==> src/rtl/xinyi_trace_pkg.sv <==
// Shared types for the writeback trace path: the buffered trace entry and default FIFO depth.
package xinyi_trace_pkg;

  typedef struct packed {
    logic [31:0] pc;
    logic [4:0]  rd;
    logic [31:0] wdata;
  } trace_entry_t;

  localparam int unsigned TRACE_DEPTH_DEFAULT = 8;

endpackage

==> src/rtl/wb_trace_fifo.sv <==
// Two-write/one-read trace FIFO: storage, wrapping pointers and occupancy level.
// wr_cnt entries (0..2) are written in order wr_data0 then wr_data1; caller guarantees space.
module wb_trace_fifo
  import xinyi_trace_pkg::*;
#(
  parameter int unsigned DEPTH = TRACE_DEPTH_DEFAULT,
  localparam int unsigned AW = $clog2(DEPTH),
  localparam int unsigned LW = AW + 1
) (
  input  logic         clk,
  input  logic         rst_n,
  input  logic [1:0]   wr_cnt,
  input  trace_entry_t wr_data0,
  input  trace_entry_t wr_data1,
  input  logic         pop,
  output trace_entry_t head,
  output logic [LW-1:0] level
);

  trace_entry_t  mem_q [DEPTH];
  trace_entry_t  mem_d [DEPTH];
  logic [AW-1:0] wr_ptr_q, wr_ptr_d;
  logic [AW-1:0] rd_ptr_q, rd_ptr_d;
  logic [LW-1:0] level_q, level_d;
  logic [AW-1:0] wr_ptr_p1;

  always_comb begin
    wr_ptr_p1 = wr_ptr_q + AW'(1);
    mem_d     = mem_q;
    if (wr_cnt != 2'd0) mem_d[wr_ptr_q]  = wr_data0;
    if (wr_cnt == 2'd2) mem_d[wr_ptr_p1] = wr_data1;
    // Pointer width equals log2(DEPTH), so wrap-around is the natural overflow.
    wr_ptr_d = wr_ptr_q + AW'(wr_cnt);
    rd_ptr_d = rd_ptr_q + AW'(pop);
    level_d  = level_q + LW'(wr_cnt) - LW'(pop);
  end

  always_ff @(posedge clk) begin
    mem_q <= mem_d;
  end

  always_ff @(posedge clk or negedge rst_n) begin
    if (!rst_n) begin
      wr_ptr_q <= '0;
      rd_ptr_q <= '0;
      level_q  <= '0;
    end else begin
      wr_ptr_q <= wr_ptr_d;
      rd_ptr_q <= rd_ptr_d;
      level_q  <= level_d;
    end
  end

  assign head  = mem_q[rd_ptr_q];
  assign level = level_q;

endmodule

==> src/rtl/wb_trace_serializer.sv <==
// Merges the two writeback slots into one in-order debug_wb_* trace lane via a small FIFO.
// Optional retired-write counter port enabled by defining WB_TRACE_PERF_CNT_EN.
module wb_trace_serializer
  import xinyi_trace_pkg::*;
#(
  parameter int unsigned DEPTH = TRACE_DEPTH_DEFAULT,
  localparam int unsigned LW = $clog2(DEPTH) + 1
) (
  input  logic          clk,
  input  logic          resetn,
  input  logic          wb0_en,
  input  logic [4:0]    wb0_rd,
  input  logic [31:0]   wb0_wdata,
  input  logic [31:0]   wb0_pc,
  input  logic          wb1_en,
  input  logic [4:0]    wb1_rd,
  input  logic [31:0]   wb1_wdata,
  input  logic [31:0]   wb1_pc,
  output logic [31:0]   debug_wb_pc,
  output logic [3:0]    debug_wb_rf_wen,
  output logic [4:0]    debug_wb_rf_wnum,
  output logic [31:0]   debug_wb_rf_wdata,
  output logic [LW-1:0] trace_level,
  output logic          trace_overflow
`ifdef WB_TRACE_PERF_CNT_EN
  ,
  output logic [31:0]   retired_cnt
`endif
);

  logic          q0, q1, pop, drop;
  logic [1:0]    n_req, n_acc;
  logic [LW-1:0] level, space;
  trace_entry_t  e0, e1, wr_data0, head;
  trace_entry_t  out_q, out_d;
  logic          vld_q, vld_d;
  logic          ovf_q, ovf_d;

  always_comb begin
    q0    = wb0_en && (wb0_rd != 5'd0);
    q1    = wb1_en && (wb1_rd != 5'd0);
    e0    = '{pc: wb0_pc, rd: wb0_rd, wdata: wb0_wdata};
    e1    = '{pc: wb1_pc, rd: wb1_rd, wdata: wb1_wdata};
    pop   = (level != '0);
    space = LW'(DEPTH) - level + LW'(pop);
    n_req = 2'(q0) + 2'(q1);
    // Slot 1 fills the first free entry when slot 0 is filtered; the tail is dropped first.
    wr_data0 = q0 ? e0 : e1;
    if (LW'(n_req) <= space) begin
      n_acc = n_req;
      drop  = 1'b0;
    end else begin
      n_acc = space[1:0];
      drop  = 1'b1;
    end
    ovf_d = ovf_q | drop;
    vld_d = pop;
    out_d = pop ? head : '0;
  end

  wb_trace_fifo #(.DEPTH(DEPTH)) u_fifo (
    .clk      (clk),
    .rst_n    (resetn),
    .wr_cnt   (n_acc),
    .wr_data0 (wr_data0),
    .wr_data1 (e1),
    .pop      (pop),
    .head     (head),
    .level    (level)
  );

  always_ff @(posedge clk or negedge resetn) begin
    if (!resetn) begin
      out_q <= '0;
      vld_q <= 1'b0;
      ovf_q <= 1'b0;
    end else begin
      out_q <= out_d;
      vld_q <= vld_d;
      ovf_q <= ovf_d;
    end
  end

  assign debug_wb_pc       = out_q.pc;
  assign debug_wb_rf_wen   = {4{vld_q}};
  assign debug_wb_rf_wnum  = out_q.rd;
  assign debug_wb_rf_wdata = out_q.wdata;
  assign trace_level       = level;
  assign trace_overflow    = ovf_q;

`ifdef WB_TRACE_PERF_CNT_EN
  logic [31:0] cnt_q, cnt_d;

  always_comb begin
    cnt_d = cnt_q + 32'(wb0_en) + 32'(wb1_en);
  end

  always_ff @(posedge clk or negedge resetn) begin
    if (!resetn) cnt_q <= '0;
    else         cnt_q <= cnt_d;
  end

  assign retired_cnt = cnt_q;
`endif

endmodule

==> config.mk <==
export PLATFORM = sky130hd
export DESIGN_NAME = wb_trace_serializer
export DESIGN_NICKNAME = d
export VERILOG_FILES = /design/src/rtl/xinyi_trace_pkg.sv /design/src/rtl/wb_trace_fifo.sv /design/src/rtl/wb_trace_serializer.sv
export SDC_FILE = /design/constraint.sdc
export NUM_CORES = 1
export LEC_CHECK = 0
export CAP_MARGIN = 40
export CORE_AREA = 2 2 254 256
export CTS_CLUSTER_DIAMETER = 200
export DETAILED_ROUTE_END_ITERATION = 16
export DIE_AREA = 0 0 256 258
export GPL_TIMING_DRIVEN = 0
export MAX_ROUTING_LAYER = met4
export PLACE_DENSITY = 0.86
export RECOVER_POWER = 25
export SETUP_SLACK_MARGIN = 0.4
export SLEW_MARGIN = 20
export SYNTH_ARGS = -nofsm -noshare
export SYNTH_HDL_FRONTEND = slang
export SYNTH_HIERARCHICAL = 1
export SYNTH_SLANG_ARGS = --single-unit
==> constraint.sdc <==
create_clock -name clk -period 4.1 [get_ports clk]
set_clock_uncertainty 0.1 [all_clocks]
set_input_delay 0.82 -clock clk [delete_from_list [all_inputs] [get_ports clk]]
set_output_delay 0.82 -clock clk [all_outputs]
set_load 0.005 [all_outputs]
==> results of run 1 <==
==> layer usage <==
layer | GRT overflow | global-route usage
met4 | 41 | 0.6996
met1 | 9 | 0.7454
met3 | 12 | 0.7102
met5 | - | -
met2 | 63 | 0.8890
==> synth_stat cells, drive strengths merged (4+ instances only) <==
cell type	number	area share
nor3b	69	0.015
nand2	555	0.061
dfrtp	81	0.060
nand2b	6	0.0011
nor2b	40	0.0074
nand3	69	0.010
a31oi	552	0.10
o21ai	485	0.072
clkbuf	386	0.043
ha	14	0.0052
dfxtp	552	0.32
nor3	552	0.084
inv	20	0.0022
buf	155	0.023
and3b	138	0.036
xnor2	7	0.0020
mux2	138	0.046
mux4	138	0.091
and2b	30	0.0066
or2	4	0.00074
==> cell families after synthesis <==
group                      count (synthesis)  synth area share
AOI/OAI and AO/OA                       1047            0.1757
xor gates and xnor gates                   9          0.002760
adders and majority gates                 16          0.006329
buffers and inverters                    561           0.06825
DFF                                      633            0.3846
muxes                                    278            0.1377
and+or+nand+nor                         1472            0.2248
==> what timing repair did <==
action	4_1_cts
gates resized for setup	438
setup endpoints to repair	559
pin swaps	30
gates cloned	29
setup buffers	53
==> metrics by stage <==
step	std cells	util	setup WS, ps
CTS	5308	0.6865	85.53
detailed placement	5100	0.6023	-2358
global placement	5090	0.6001	-5162
floorplan	4016	-	-247.1
==> qor.csv, run 1 <==
stage;metric;value;unit
synth;YS warnings;6;
global_route;initial antenna violation count;53;
synth;Async SR Flop Fraction;0.1280;
die;die width;256;um
synth;Syn Area/Cell;8.468;sq um
run_status;Run Error;[ERROR GRT-0232] Routing congestion too high. Check the congestion heatmap in the GUI.;
placed_design;Placed Area;38340;sq um
die;row count;93;
synth;Post-synth EDFFs;0;
clock_tree;CTS root buf;clkbuf_16;
synth;Synth Instances;4016;
sta;Crit. endpoint post-GRT repair;u_fifo/mem_q[135]$_DFF_P_/D;
run_status;Fail Step;global routing (5_1_grt);
clock_tree;# clock sinks;633;
placed_design;I/O Buffers;219;
die;boundary pin count;220;
clock_tree;CTS buffer count;69;
synth;Post-Synthesis Net Count;4174;
synth;#FFs+latches synth;633;
synth;Main synth FF type;dfxtp_1;
placed_design;Post-DP HPWL;95.75;mm
die;Initial Util;0.5343;
synth;Synth Cell Area;34010;sq um
clock_tree;Clock H-tree levels;3;
die;Chip Height;258;um
placed_design;GP Congestion;1.017;
clock_tree;CTS Buffer Depth;3;
global_route;largest net degree at the start of global routing;46;
global_route;GRT Total Usage;0.7732;
clock_tree;cts hold-fix bufs;0;
synth;synth unique cells;49;
synth;sequential share of the synthesized area;0.3846;
run_status;outcome;stopped before the end;
global_route;remaining global-route overflow;125;
sta;worst endpoint type;register input;
==> run 2, diff against run 1 <==
- CORE_AREA: 2 2 254 256 -> 2 2 295 297
- CTS_CLUSTER_DIAMETER: 200 -> not set
- DIE_AREA: 0 0 256 258 -> 0 0 297 299
- MAX_ROUTING_LAYER: met4 -> not set
- PLACE_DENSITY: 0.86 -> not set
- PLACE_DENSITY_LB_ADDON: not set -> 0.15
- SETUP_SLACK_MARGIN: 0.4 -> not set
- clock period: 4.1 -> 5.3 ns (I/O delays scaled with it)
==> qor.csv, run 2 <==
stage;metric;value;unit
run_status;outcome;finished with violations;
run_status;failing checks;capacitance limit, slew limit;
power;leakage power;14.93;nW
synth;YS warnings;6;
global_route;GRT Total Usage;0.3296;
route;routed via count;34870;
cells_and_area;most frequent cells in the layout;nand2_1 (553), a31oi_1 (552), dfxtp_1 (552);
setup_path;Crit Path Class;in -> reg;
route;Vias/cell;6.282;
route;TritonRoute pass-1 iters;8;
synth;Synth Instances;4016;
cells_and_area;Final nets;4493;
die;Chip Height;299;um
cells_and_area;number of fillers in the final layout;8485;
sta;Final Hold Fails;0;
route;Post-Route WL;151.7;mm
setup_path;slowest stage delay, CP;560;ps
global_route;first-pass GRT wire length;222.4;mm
cells_and_area;Synth-to-Final Area Change;19.90;%
sta;Final WS setup;55.16;ps
synth;Post-Synthesis Net Count;4174;
global_route;remaining global-route overflow;0;
run;max_cap viols;2;
clock_tree;Clock H-tree levels;3;
power;Int Pwr;16.70;mW
clock_tree;CTS buffer count;74;
synth;Synth top area share;0.3250;
sta;Max Freq;190.7;MHz
power;share of power burned in registers;0.270;
sta;Final Cycle Share;0.9896;
global_route;largest net degree at the start of global routing;52;
cells_and_area;final core occ;0.4744;
power;Combinational Power Share;0.564;
synth;Synth top cells by count;nand2_1 (555), a31oi_1 (552), dfxtp_1 (552);
die;boundary pin count;220;
placed_design;GP Congestion;0.9523;
clock_tree;CTS tree;yes;
die;Initial Util;0.3957;
placed_design;Place WS;-1744;ps
power;Sw Pwr;14.72;mW
power;Clock power frac;0.165;
setup_path;Worst path slowest cell;or4_4;
synth;Synth Cell Area;34010;sq um
power;Power Dens Cells;770.6;nW/um^2
die;row count;108;
route;Iteration-0 DRC Markers;4443;
synth;Post-synth EDFFs;0;
sta;Final Setup Violations;0;
sta;min cycle time layout;5245;ps
setup_path;Crit. End Element;flop;
synth;Syn Area/Cell;8.468;sq um
power;Tot Pwr;31.42;mW
die;CORE AREA;85940;sq um
sta;Slew @ Worst Pin;1950;ps
sta;Rel. slew slack;-0.3000;
synth;Async SR Flop Fraction;0.1280;
sta;RSZ-0062 raised after global routing;true;
sta;Slew Limit Fails;84;
synth;sequential share of the synthesized area;0.3846;
sta;Sum Neg Setup Slack;0;ps
setup_path;critical path's top delay family;buffers and inverters;
route;Detail Route Antenna Nets;0;
hold_path;HP Class;reg -> reg;
synth;Main synth FF type;dfxtp_1;
die;Die ar.;88800;sq um
power;switching part of the total;0.4685;
clock_tree;CTS Buffer Depth;3;
die;die width;297;um
power;maximum vdd drop;0.4845;mV
synth;Area contributors post-synth;dfxtp_1 (32%), a31oi_1 (10%), mux4_2 (9.1%), nor3_1 (7.8%), o21ai_0 (7.0%);
setup_path;Crit path buffers/inverters;9;
synth;top cell type by total area after synthesis;dfxtp_1;
setup_path;Worst Path Max Fanout;10;
clock_tree;# clock sinks;633;
setup_path;Critical Path RT;5770;ps
synth;synth unique cells;49;
clock_tree;Worst-Skew Late Latency;630;ps
cells_and_area;fraction of layout cells with a size suffix above 1;0.1563;
setup_path;Cell Chain, Critical Path;clkdlybuf4s50_1, or4_4, o21ai_4, buf_12, buf_6, inv_1, ha_1, inv_1, ha_1, a21oi_1, o211ai_1, buf_4, mux2i_4, o21bai_1, buf_4, clkbuf_2, clkbuf_1, o21ai_0, a31oi_1;
setup_path;worst reg-to-reg setup slack;320;ps
route;routed length per instance;27.32;um
synth;#FFs+latches synth;633;
route;Remaining DRCs;0;
cells_and_area;Biggest register;u_fifo/mem_q;
global_route;initial antenna violation count;5;
placed_design;I/O Buffers;219;
global_route;vias in the first global route;33590;
cells_and_area;Largest register FFs;552;
setup_path;Critical Path AT;5710;ps
clock_tree;Reg clk slew, reported paths;60;ps
cells_and_area;most common cell after layout, fill and taps aside;nand2_1;
setup_path;startpoint types;input port;
clock_tree;cts hold-fix bufs;0;
clock_tree;CTS root buf;clkbuf_16;
synth;count leader, synth;nand2_1;
placed_design;Post-DP HPWL;106.7;mm
## run 2: cell counts after synthesis
No cell type changed its count.
## run 2: cells by family after synthesis
family                   share of synthesized area
AO/OA/AOI/OAI                               0.1757
XOR/XNOR                                  0.002760
adder cells (fa/ha/maj)                   0.006329
buffers and inverters                      0.06825
flip-flops                                  0.3846
multiplexers                                0.1377
AND/OR/NAND/NOR                             0.2248
## run 2: routing by layer
layer,vias to the layer above,part of all wire,track usage
met2,2351,0.43,0.4954
li1,15350,-,-
met1,16750,0.40,0.4335
met4,4,0.057,0.1833
met5,-,0.00018,0
met3,417,0.11,0.08252
## run 2: power by group through the flow
| stage | logic [mW] | registers, mW | clock network, mW |
|---|---|---|---|
| 2_1_floorplan | 10.5 | 8.11 | 0 |
| 3_3_place_gp | 16.5 | 8.52 | 0 |
| 3_5_place_dp | 16.8 | 8.53 | 0 |
| 4_1_cts | 17.0 | 8.45 | 5.22 |
| 5_1_grt | 18.6 | 8.70 | 5.41 |
| 6_report | 17.7 | 8.50 | 5.20 |
## run 2: stage by stage
step | hold slack (ps) | std cells | area (sq um)
final | 373.2 | 5551 | 40770
after global routing | 386.5 | 5549 | 40770
after CTS | 231.2 | 5542 | 40510
after detailed placement | 361.1 | 5408 | 37920
after global placement | 366.4 | 5390 | 37640
after floorplan | 342.5 | 4016 | 34010
## run 2: cell type report
type | instances | area [sq um] | share of cell area
inverters | 20 | 75.07 | 0.001841
well taps | 1155 | 1445 | 0.03544
clock inverters | 12 | 91.34 | 0.002240
repair buffers | 249 | 2540 | 0.06229
multi-input cells | 2822 | 18710 | 0.4588
flip-flops and latches | 633 | 13080 | 0.3207
diodes | 2 | 5.005 | 0.0001227
clock buffers | 123 | 2312 | 0.05671
plain buffers | 535 | 2520 | 0.06180
## run 2: worst paths after layout
check / start / end / depth (start not counted)
setup / recovery: wb0_rd[1] / u_fifo/mem_q[446] / 19
setup reg to reg: u_fifo/level[2] / u_fifo/mem_q[205] / 15
hold reg to reg: trace_overflow / trace_overflow / 1
min in group asynchronous: resetn / debug_wb_rf_wdata[11] / 1
max in group asynchronous: resetn / debug_wb_pc[7] / 2
hold / removal: trace_overflow / trace_overflow / 1
## run 2: what timing repair did
action / CTS / global route
pin swaps: 2 / 1
endpoints found under the hold margin: 0 / 0
setup endpoints to repair: 555 / 547
buffers inserted: 3 / 5
resized for setup: 96 / 191
Power figures use the tool's default switching activity.
